$ cat config.mk
export PLATFORM = sky130hd
export DESIGN_NAME = est_ram_arbiter
export DESIGN_NICKNAME = d
export VERILOG_FILES = /design/src/rtl/est_ram_arbiter.sv
export SDC_FILE = /design/constraint.sdc
export NUM_CORES = 1
export LEC_CHECK = 0
export ABC_AREA = 1
export CORE_MARGIN = 2
export CORE_UTILIZATION = 29
export CTS_CLUSTER_SIZE = 10
export DETAILED_ROUTE_END_ITERATION = 6
export PLACE_DENSITY = 0.8
export SYNTH_ARGS = -nofsm -noshare
export SYNTH_HDL_FRONTEND = slang
export SYNTH_SLANG_ARGS = --single-unit
$ cat constraint.sdc
create_clock -name clk -period 2.4 [get_ports clk]
set_input_delay 0.72 -clock clk [delete_from_list [all_inputs] [get_ports clk]]
set_output_delay 0.72 -clock clk [all_outputs]
set_load 0.05 [all_outputs]
$ cat src/rtl/est_ram_arbiter.sv
// Single-port access arbiter for the estimation-chain RAM.
// It shares one RAM port between three requesters: the MMSE writer, the
// channel-averaging engine (reads, writes, and locked pairs) and the equalizer
// read port. Read data comes back one cycle after the grant.
//
// Ports:
//   clk, rst                          clock, synchronous active-high reset
//   mmse_req/addr/wdata, mmse_gnt     MMSE write port
//   avg_req/we/lock/addr/wdata        averaging request (lock reserves next cycle)
//   avg_gnt, avg_rvalid, avg_rdata    averaging grant and read return
//   eq_req/addr, eq_gnt               equalizer read request and grant
//   eq_rvalid, eq_rdata               equalizer read return
//   ram_en/we/addr/wdata, ram_rdata   RAM macro port (rdata valid 1 cycle after read)
module est_ram_arbiter #(
    parameter int unsigned ADDR_WIDTH   = 10,
    parameter int unsigned DATA_WIDTH   = 16,
    parameter int unsigned STARVE_LIMIT = 4
) (
    input  logic                  clk,
    input  logic                  rst,
    input  logic                  mmse_req,
    input  logic [ADDR_WIDTH-1:0] mmse_addr,
    input  logic [DATA_WIDTH-1:0] mmse_wdata,
    output logic                  mmse_gnt,
    input  logic                  avg_req,
    input  logic                  avg_we,
    input  logic                  avg_lock,
    input  logic [ADDR_WIDTH-1:0] avg_addr,
    input  logic [DATA_WIDTH-1:0] avg_wdata,
    output logic                  avg_gnt,
    output logic                  avg_rvalid,
    output logic [DATA_WIDTH-1:0] avg_rdata,
    input  logic                  eq_req,
    input  logic [ADDR_WIDTH-1:0] eq_addr,
    output logic                  eq_gnt,
    output logic                  eq_rvalid,
    output logic [DATA_WIDTH-1:0] eq_rdata,
    output logic                  ram_en,
    output logic                  ram_we,
    output logic [ADDR_WIDTH-1:0] ram_addr,
    output logic [DATA_WIDTH-1:0] ram_wdata,
    input  logic [DATA_WIDTH-1:0] ram_rdata
);

    localparam int unsigned CNT_W = 4;
    localparam logic [CNT_W-1:0] LIMIT = CNT_W'(STARVE_LIMIT);

    logic             rr_r;
    logic             lock_r;
    logic [CNT_W-1:0] avg_cnt;
    logic [CNT_W-1:0] eq_cnt;
    logic             avg_rvalid_r;
    logic             eq_rvalid_r;
    logic             avg_starved;
    logic             eq_starved;

    // A counter only reaches the limit while its requester keeps asking.
    assign avg_starved = avg_req && (avg_cnt == LIMIT);
    assign eq_starved  = eq_req  && (eq_cnt  == LIMIT);

    // Grant selection: lock, then starvation, then MMSE, then round-robin.
    always_comb begin
        mmse_gnt = 1'b0;
        avg_gnt  = 1'b0;
        eq_gnt   = 1'b0;
        if (rst) begin
            mmse_gnt = 1'b0;
        end else if (lock_r && avg_req) begin
            avg_gnt = 1'b1;
        end else if (avg_starved && eq_starved) begin
            avg_gnt = ~rr_r;
            eq_gnt  = rr_r;
        end else if (avg_starved) begin
            avg_gnt = 1'b1;
        end else if (eq_starved) begin
            eq_gnt = 1'b1;
        end else if (mmse_req) begin
            mmse_gnt = 1'b1;
        end else if (avg_req && eq_req) begin
            avg_gnt = ~rr_r;
            eq_gnt  = rr_r;
        end else if (avg_req) begin
            avg_gnt = 1'b1;
        end else if (eq_req) begin
            eq_gnt = 1'b1;
        end
    end

    // RAM port mux from the winner; address and data are zero when idle.
    always_comb begin
        ram_en    = mmse_gnt | avg_gnt | eq_gnt;
        ram_we    = mmse_gnt | (avg_gnt & avg_we);
        ram_addr  = '0;
        ram_wdata = '0;
        if (mmse_gnt) begin
            ram_addr  = mmse_addr;
            ram_wdata = mmse_wdata;
        end else if (avg_gnt) begin
            ram_addr  = avg_addr;
            ram_wdata = avg_wdata;
        end else if (eq_gnt) begin
            ram_addr  = eq_addr;
        end
    end

    // Arbitration state and read-return flags.
    always_ff @(posedge clk) begin
        if (rst) begin
            rr_r         <= 1'b0;
            lock_r       <= 1'b0;
            avg_cnt      <= '0;
            eq_cnt       <= '0;
            avg_rvalid_r <= 1'b0;
            eq_rvalid_r  <= 1'b0;
        end else begin
            if (avg_gnt) begin
                rr_r <= 1'b1;
            end else if (eq_gnt) begin
                rr_r <= 1'b0;
            end
            lock_r       <= avg_gnt & avg_lock;
            avg_rvalid_r <= avg_gnt & ~avg_we;
            eq_rvalid_r  <= eq_gnt;
            if (avg_req && !avg_gnt) begin
                avg_cnt <= (avg_cnt == LIMIT) ? avg_cnt : avg_cnt + CNT_W'(1);
            end else begin
                avg_cnt <= '0;
            end
            if (eq_req && !eq_gnt) begin
                eq_cnt <= (eq_cnt == LIMIT) ? eq_cnt : eq_cnt + CNT_W'(1);
            end else begin
                eq_cnt <= '0;
            end
        end
    end

    // A read granted just before reset must not report valid data.
    assign avg_rvalid = avg_rvalid_r & ~rst;
    assign eq_rvalid  = eq_rvalid_r  & ~rst;
    assign avg_rdata  = ram_rdata;
    assign eq_rdata   = ram_rdata;

endmodule

* Word-level counts from Yosys, hierarchy flattened *
Cells that the tools add are included.

operators by class
  $add $sub $neg = 2
  equality and inequality tests = 2
  muxes and demuxes = 30
  bitwise operators = 13
  reductions and logical operators = 12

operators by type and width
  operator                                              count
  2-to-1 mux 16 bit                                     2
  2-to-1 mux 10 bit                                     3
  2-to-1 mux 1 bit                                      25
  adder 4 x 1 -> 4 bit (second input constant)          2
  equality test 4 x 3 -> 1 bit (second input constant)  2
  logical AND 1 bit                                     7
  AND 1 bit                                             5
  inverter 1 bit                                        5
  OR reduction 2 bit                                    2
  bitwise OR 1 bit                                      3
  zero test 1 bit                                       2
  nonzero test 2 bit                                    1

word-level totals
  register bits after elaboration = 12
  input bits = 85

* Depth between registers and ports, before layout *
Gate-level depths: netlist of run 1.

  depth in word-level cells = 13
  gate-level depth with buffers = 10

* Worst setup path after synthesis of run 1 *
Ideal clock, no wire load.

  path type = input -> output
  start point = input port avg_req
  end point = output port ram_wdata[10]
  data arrival time = 1.841 ns
  slack = -0.161 ns
  cell stages on the path = 8
  buffers on the path = 1
  path through = nand2_2 -> nand2_1 -> nor2_1 -> nand3_1 -> inv_2 -> buf_4 -> nand2_1 -> nand2_1

RTL lines
  item                                                          line    RTL
  start: declaration                                            25      input logic avg_req,
  logical AND 1 bit                                             58      assign avg_starved = avg_req && (avg_cnt == LIMIT);
  2-to-1 mux 1 bit / logical AND 1 bit (equally long branches)  73, 70
  2-to-1 mux 1 bit                                              70      end else if (avg_starved && eq_starved) begin
  2-to-1 mux 1 bit (*)                                          68      end else if (lock_r && avg_req) begin
  2-to-1 mux 1 bit (*)                                          66      if (rst) begin
  via mmse_gnt                                                  24      output logic mmse_gnt,
  2-to-1 mux 16 bit (*)                                         95      if (mmse_gnt) begin
  end: declaration                                              41      output logic [DATA_WIDTH-1:0] ram_wdata,

Mark *: on every way through the listed nets, which the timed path passes. The rest lies on a longest branch.

* Final worst setup path of run 1 *
  start point = input port avg_req
  end point = output port ram_wdata[8]

between the ends
  longest elaborated chain between the ends = 10

ends and longest elaborated chain
  item                                                          line    RTL
  2-to-1 mux 1 bit / logical AND 1 bit (equally long branches)  82, 79
  2-to-1 mux 1 bit                                              79      end else if (avg_req && eq_req) begin
  2-to-1 mux 1 bit                                              77      end else if (mmse_req) begin
  2-to-1 mux 1 bit                                              75      end else if (eq_starved) begin
  2-to-1 mux 1 bit                                              73      end else if (avg_starved) begin
  2-to-1 mux 1 bit                                              70
  2-to-1 mux 1 bit                                              68
  2-to-1 mux 1 bit                                              66
  2-to-1 mux 16 bit                                             98      end else if (avg_gnt) begin
  2-to-1 mux 16 bit (*)                                         95

Mark *: on every way between the ends. The rest lies on a longest branch, timed or not.

==> results of run 1 <==
final timing paths:
kind,startpoint,end,slack (ns),depth (start not counted)
max,avg_req,ram_wdata[8],-0.24,12
min,avg_cnt[0],avg_cnt[0],0.53,3
max reg2reg,avg_cnt[0],eq_cnt[1],0.63,12
min reg2reg,avg_cnt[0],avg_cnt[0],0.53,3
critical path: stages:
cell,delay (ns)
sky130_fd_sc_hd__buf_8,0.11
sky130_fd_sc_hd__nand2_4,0.08
sky130_fd_sc_hd__nand2_4,0.06
sky130_fd_sc_hd__buf_6,0.11
sky130_fd_sc_hd__nor2_4,0.12
sky130_fd_sc_hd__nand3_4,0.10
sky130_fd_sc_hd__inv_6,0.10
sky130_fd_sc_hd__buf_6,0.11
sky130_fd_sc_hd__buf_16,0.13
sky130_fd_sc_hd__nand2_4,0.06
sky130_fd_sc_hd__nand2_4,0.09
sky130_fd_sc_hd__buf_12,0.14
what timing repair did:
item                       CTS  global route
pin swaps                   33            33
buffers inserted            24             4
cloned                       6             1
hold endpoints to repair     0             0
setup endpoints to repair   35            31
resized for setup          140            57
kinds of logic after synthesis:
group | Yosys count | synth area share, %
compound gates | 9 | 3.345
xor+xnor | 3 | 1.899
fa+ha+maj | 4 | 3.617
buf+inv | 63 | 27.76
flops | 12 | 17.36
simple gates | 139 | 46.02
stage by stage:
step	total power, mW	hold WS [ns]	setup TNS (ns)
2_1_floorplan	0.6135	0.4574	-0.2757
3_3_place_gp	0.8061	0.5241	-22.84
3_5_place_dp	0.8148	0.5512	-24.40
4_1_cts	1.180	0.5409	-6.777
5_1_grt	1.261	0.5767	-8.075
6_report	1.207	0.5350	-6.127
metal layers:
metal | vias up | share of wire [%] | global-route usage, %
met5 | - | 0 | 0
met3 | 28 | 5.7 | 6.077
li1 | 941 | - | -
met4 | 0 | 4.9 | 18.11
met1 | 937 | 34 | 28.45
met2 | 93 | 56 | 50.95
layout make-up:
| class | count | area share [%] |
|---|---|---|
| multi-input combinational | 155 | 39.45 |
| tap | 54 | 1.719 |
| inverter | 22 | 2.292 |
| sequential | 12 | 6.240 |
| timing repair buffer | 153 | 49.25 |
| clock buffer | 3 | 1.051 |
power groups by stage:
stage | registers, mW | clock network, mW | logic, mW
after floorplan | 0.215 | 0 | 0.399
after global placement | 0.213 | 0 | 0.593
after detailed placement | 0.214 | 0 | 0.601
after CTS | 0.211 | 0.188 | 0.782
after global routing | 0.212 | 0.201 | 0.848
final | 0.211 | 0.179 | 0.817
cell usage after synthesis, drive strengths merged:
| master | instances | area [um^2] |
|---|---|---|
| dfxtp | 12 | 240.2 |
| nand2 | 62 | 237.7 |
| a21oi | 4 | 20.02 |
| xor2 | 2 | 17.52 |
| inv | 22 | 82.58 |
| ha | 4 | 50.05 |
| o21ai | 4 | 20.01 |
| a31oi | 1 | 6.260 |
| nand4 | 3 | 25.02 |
| nand3 | 57 | 307.8 |
| buf | 41 | 301.5 |
| nor2 | 17 | 66.32 |
| xnor2 | 1 | 8.760 |
state kept, by name, summed over array words and instances (netlist names):
register / flops
rr_r: 1
eq_cnt: 4
eq_rvalid_r: 1
avg_cnt: 4
avg_rvalid_r: 1
lock_r: 1
==> results.md, run 1 <==
- Syn_area_per_cell: around 6.0 um^2
- Setup crit start kind: primary input
- Boundary Pins: 150
- Initial cell density of the core: between 20% and 30%
- Startpoint-to-endpoint class of the critical path: in -> out
- Placed instance area: between 2000 and 3000 um^2
- Slew Limit Headroom: a little over 70%
- TritonCTS buffer count: 3
- Crit path arrival time: 1.92 ns
- RSZ-0062 raised after global routing: yes
- Layout Utilization: around 84%
- Routed wire length: about 7600 um
- Post-Layout Cell Count: ~400
- Total track usage: around 28%
- Number of antenna repair diodes: 0
- Failing checks: negative setup slack
- Setup ws final: -0.2450 ns
- Maximum number of pins on one net before global-route repair: 31
- Peak Freq: 0.3781 GHz
- Final count of negative-setup-slack endpoints: 31
- CTS Hold Bufs: 0
- Count of different cell masters after synthesis: 23
- DIE AREA: 5341 um^2
- Number of max-slew violations in the final report: 0
- Count of nets left with antenna violations after detail routing: 0
- Die span in x: about 73 um
- Routed length per instance: around 19 um
- TritonCTS clock tree: built
- Count of buffers from port buffering: around 100
- Multi-input logic area: between 1500 and 2000 um^2
- Max H-tree Level: 1
- Logic gate share of total power: 67.7%
- First-pass GRT wire length: 11340 um
- Clk_lat worst skew: between 0.2 and 0.25 ns
- Share of post-route cells with drive strength above 1: approximately three fifths
- Sinks on Clock Net: 12
- Design internal power: between 0.7 and 0.8 mW
- Number of iterations in the first detailed-routing pass: 4
- Die height: ~73 um
- HP Class: reg -> reg
- Worst Max-Slew Pin Slew: roughly 0.41 ns
- Most common cell after layout, fill and taps aside: sky130_fd_sc_hd__clkdlybuf4s50_1
- Final count of hold timing violations: 0
- Detailed-placement wirelength estimate: about 4200 um
- Result of the run: complete, but fails checks
- Nets in the synthesized netlist: 319
- Starting DRC count in detailed routing: 65
- Number of design rule violations left after detail routing: 0
- Category of the worst setup path capture point: output port
- Final clock skew: between 0.005 and 0.006 ns
- Aggregate global routing overflow: 0
- Power Dens Cells: slightly above 300 nW/um^2
- P_leak: ~1.7 nW
- Register area: 245.2 um^2
- Leading cell types in the layout, fill and taps excluded: 64 x sky130_fd_sc_hd__clkdlybuf4s50_1, 43 x sky130_fd_sc_hd__buf_12, 39 x sky130_fd_sc_hd__nand2_4, 27 x sky130_fd_sc_hd__nand3_4, 27 x sky130_fd_sc_hd__buf_4
- Initial antenna violation count: 0
- Count of yosys warnings during synthesis: 0
- Register bit total from synthesis: 12
- Switching power: roughly 0.47 mW
- Required time of the critical path: 1.68 ns
- Row count: 25
- Netlist area before placement: between 1000 and 1500 um^2
- Worst IR Drop VDD: ~0.0004 V
- Signed area change from the synthesized netlist to the final layout: 184.0%
- Net count reported at finish: 436
- Portion of the clock cycle consumed by the worst path in the final layout: 110.2%
- Register clock-pin slew on the reported worst setup and hold paths: approximately 0.050 ns
- Min Tclk post-route: around 2.6 ns
- Switching power as a share of total power: between 30 and 40%
- CTS Buffer Depth: 2
- Share of the yosys chip area belonging to registers: between 10% and 20%
- Total vias in the final route: 1999
- Worst setup timing slack at the placement stage: -0.9753 ns
- Gate count after technology mapping: 230
- Largest fanout on the critical path: 5
- Fraction of power consumed by sequential logic: 17.5%
- Core Area: 4661 um^2
- Routed vias/inst: approximately 5
- Count of placed standard cells including taps: approximately 370
- Max cap viols: 0
- Number of fill cells in the layout: 229
- Cell chosen for the clock root: sky130_fd_sc_hd__clkbuf_8
- Final Wtd Congestion: a little over 0.8
- Layout Cell Area excl Fill: approximately 4000 um^2
- Power share of the clock group: 14.8%
- Vias in the first global route: around 2300
Note: power is estimated with default switching activity, not from simulation.
==> inputs of run 2 (changes only) <==
- ABC_CLOCK_PERIOD_IN_PS: not set -> 2400
==> results of run 2 <==
The final DEF is identical to that of run 1; final timing and power are the same.
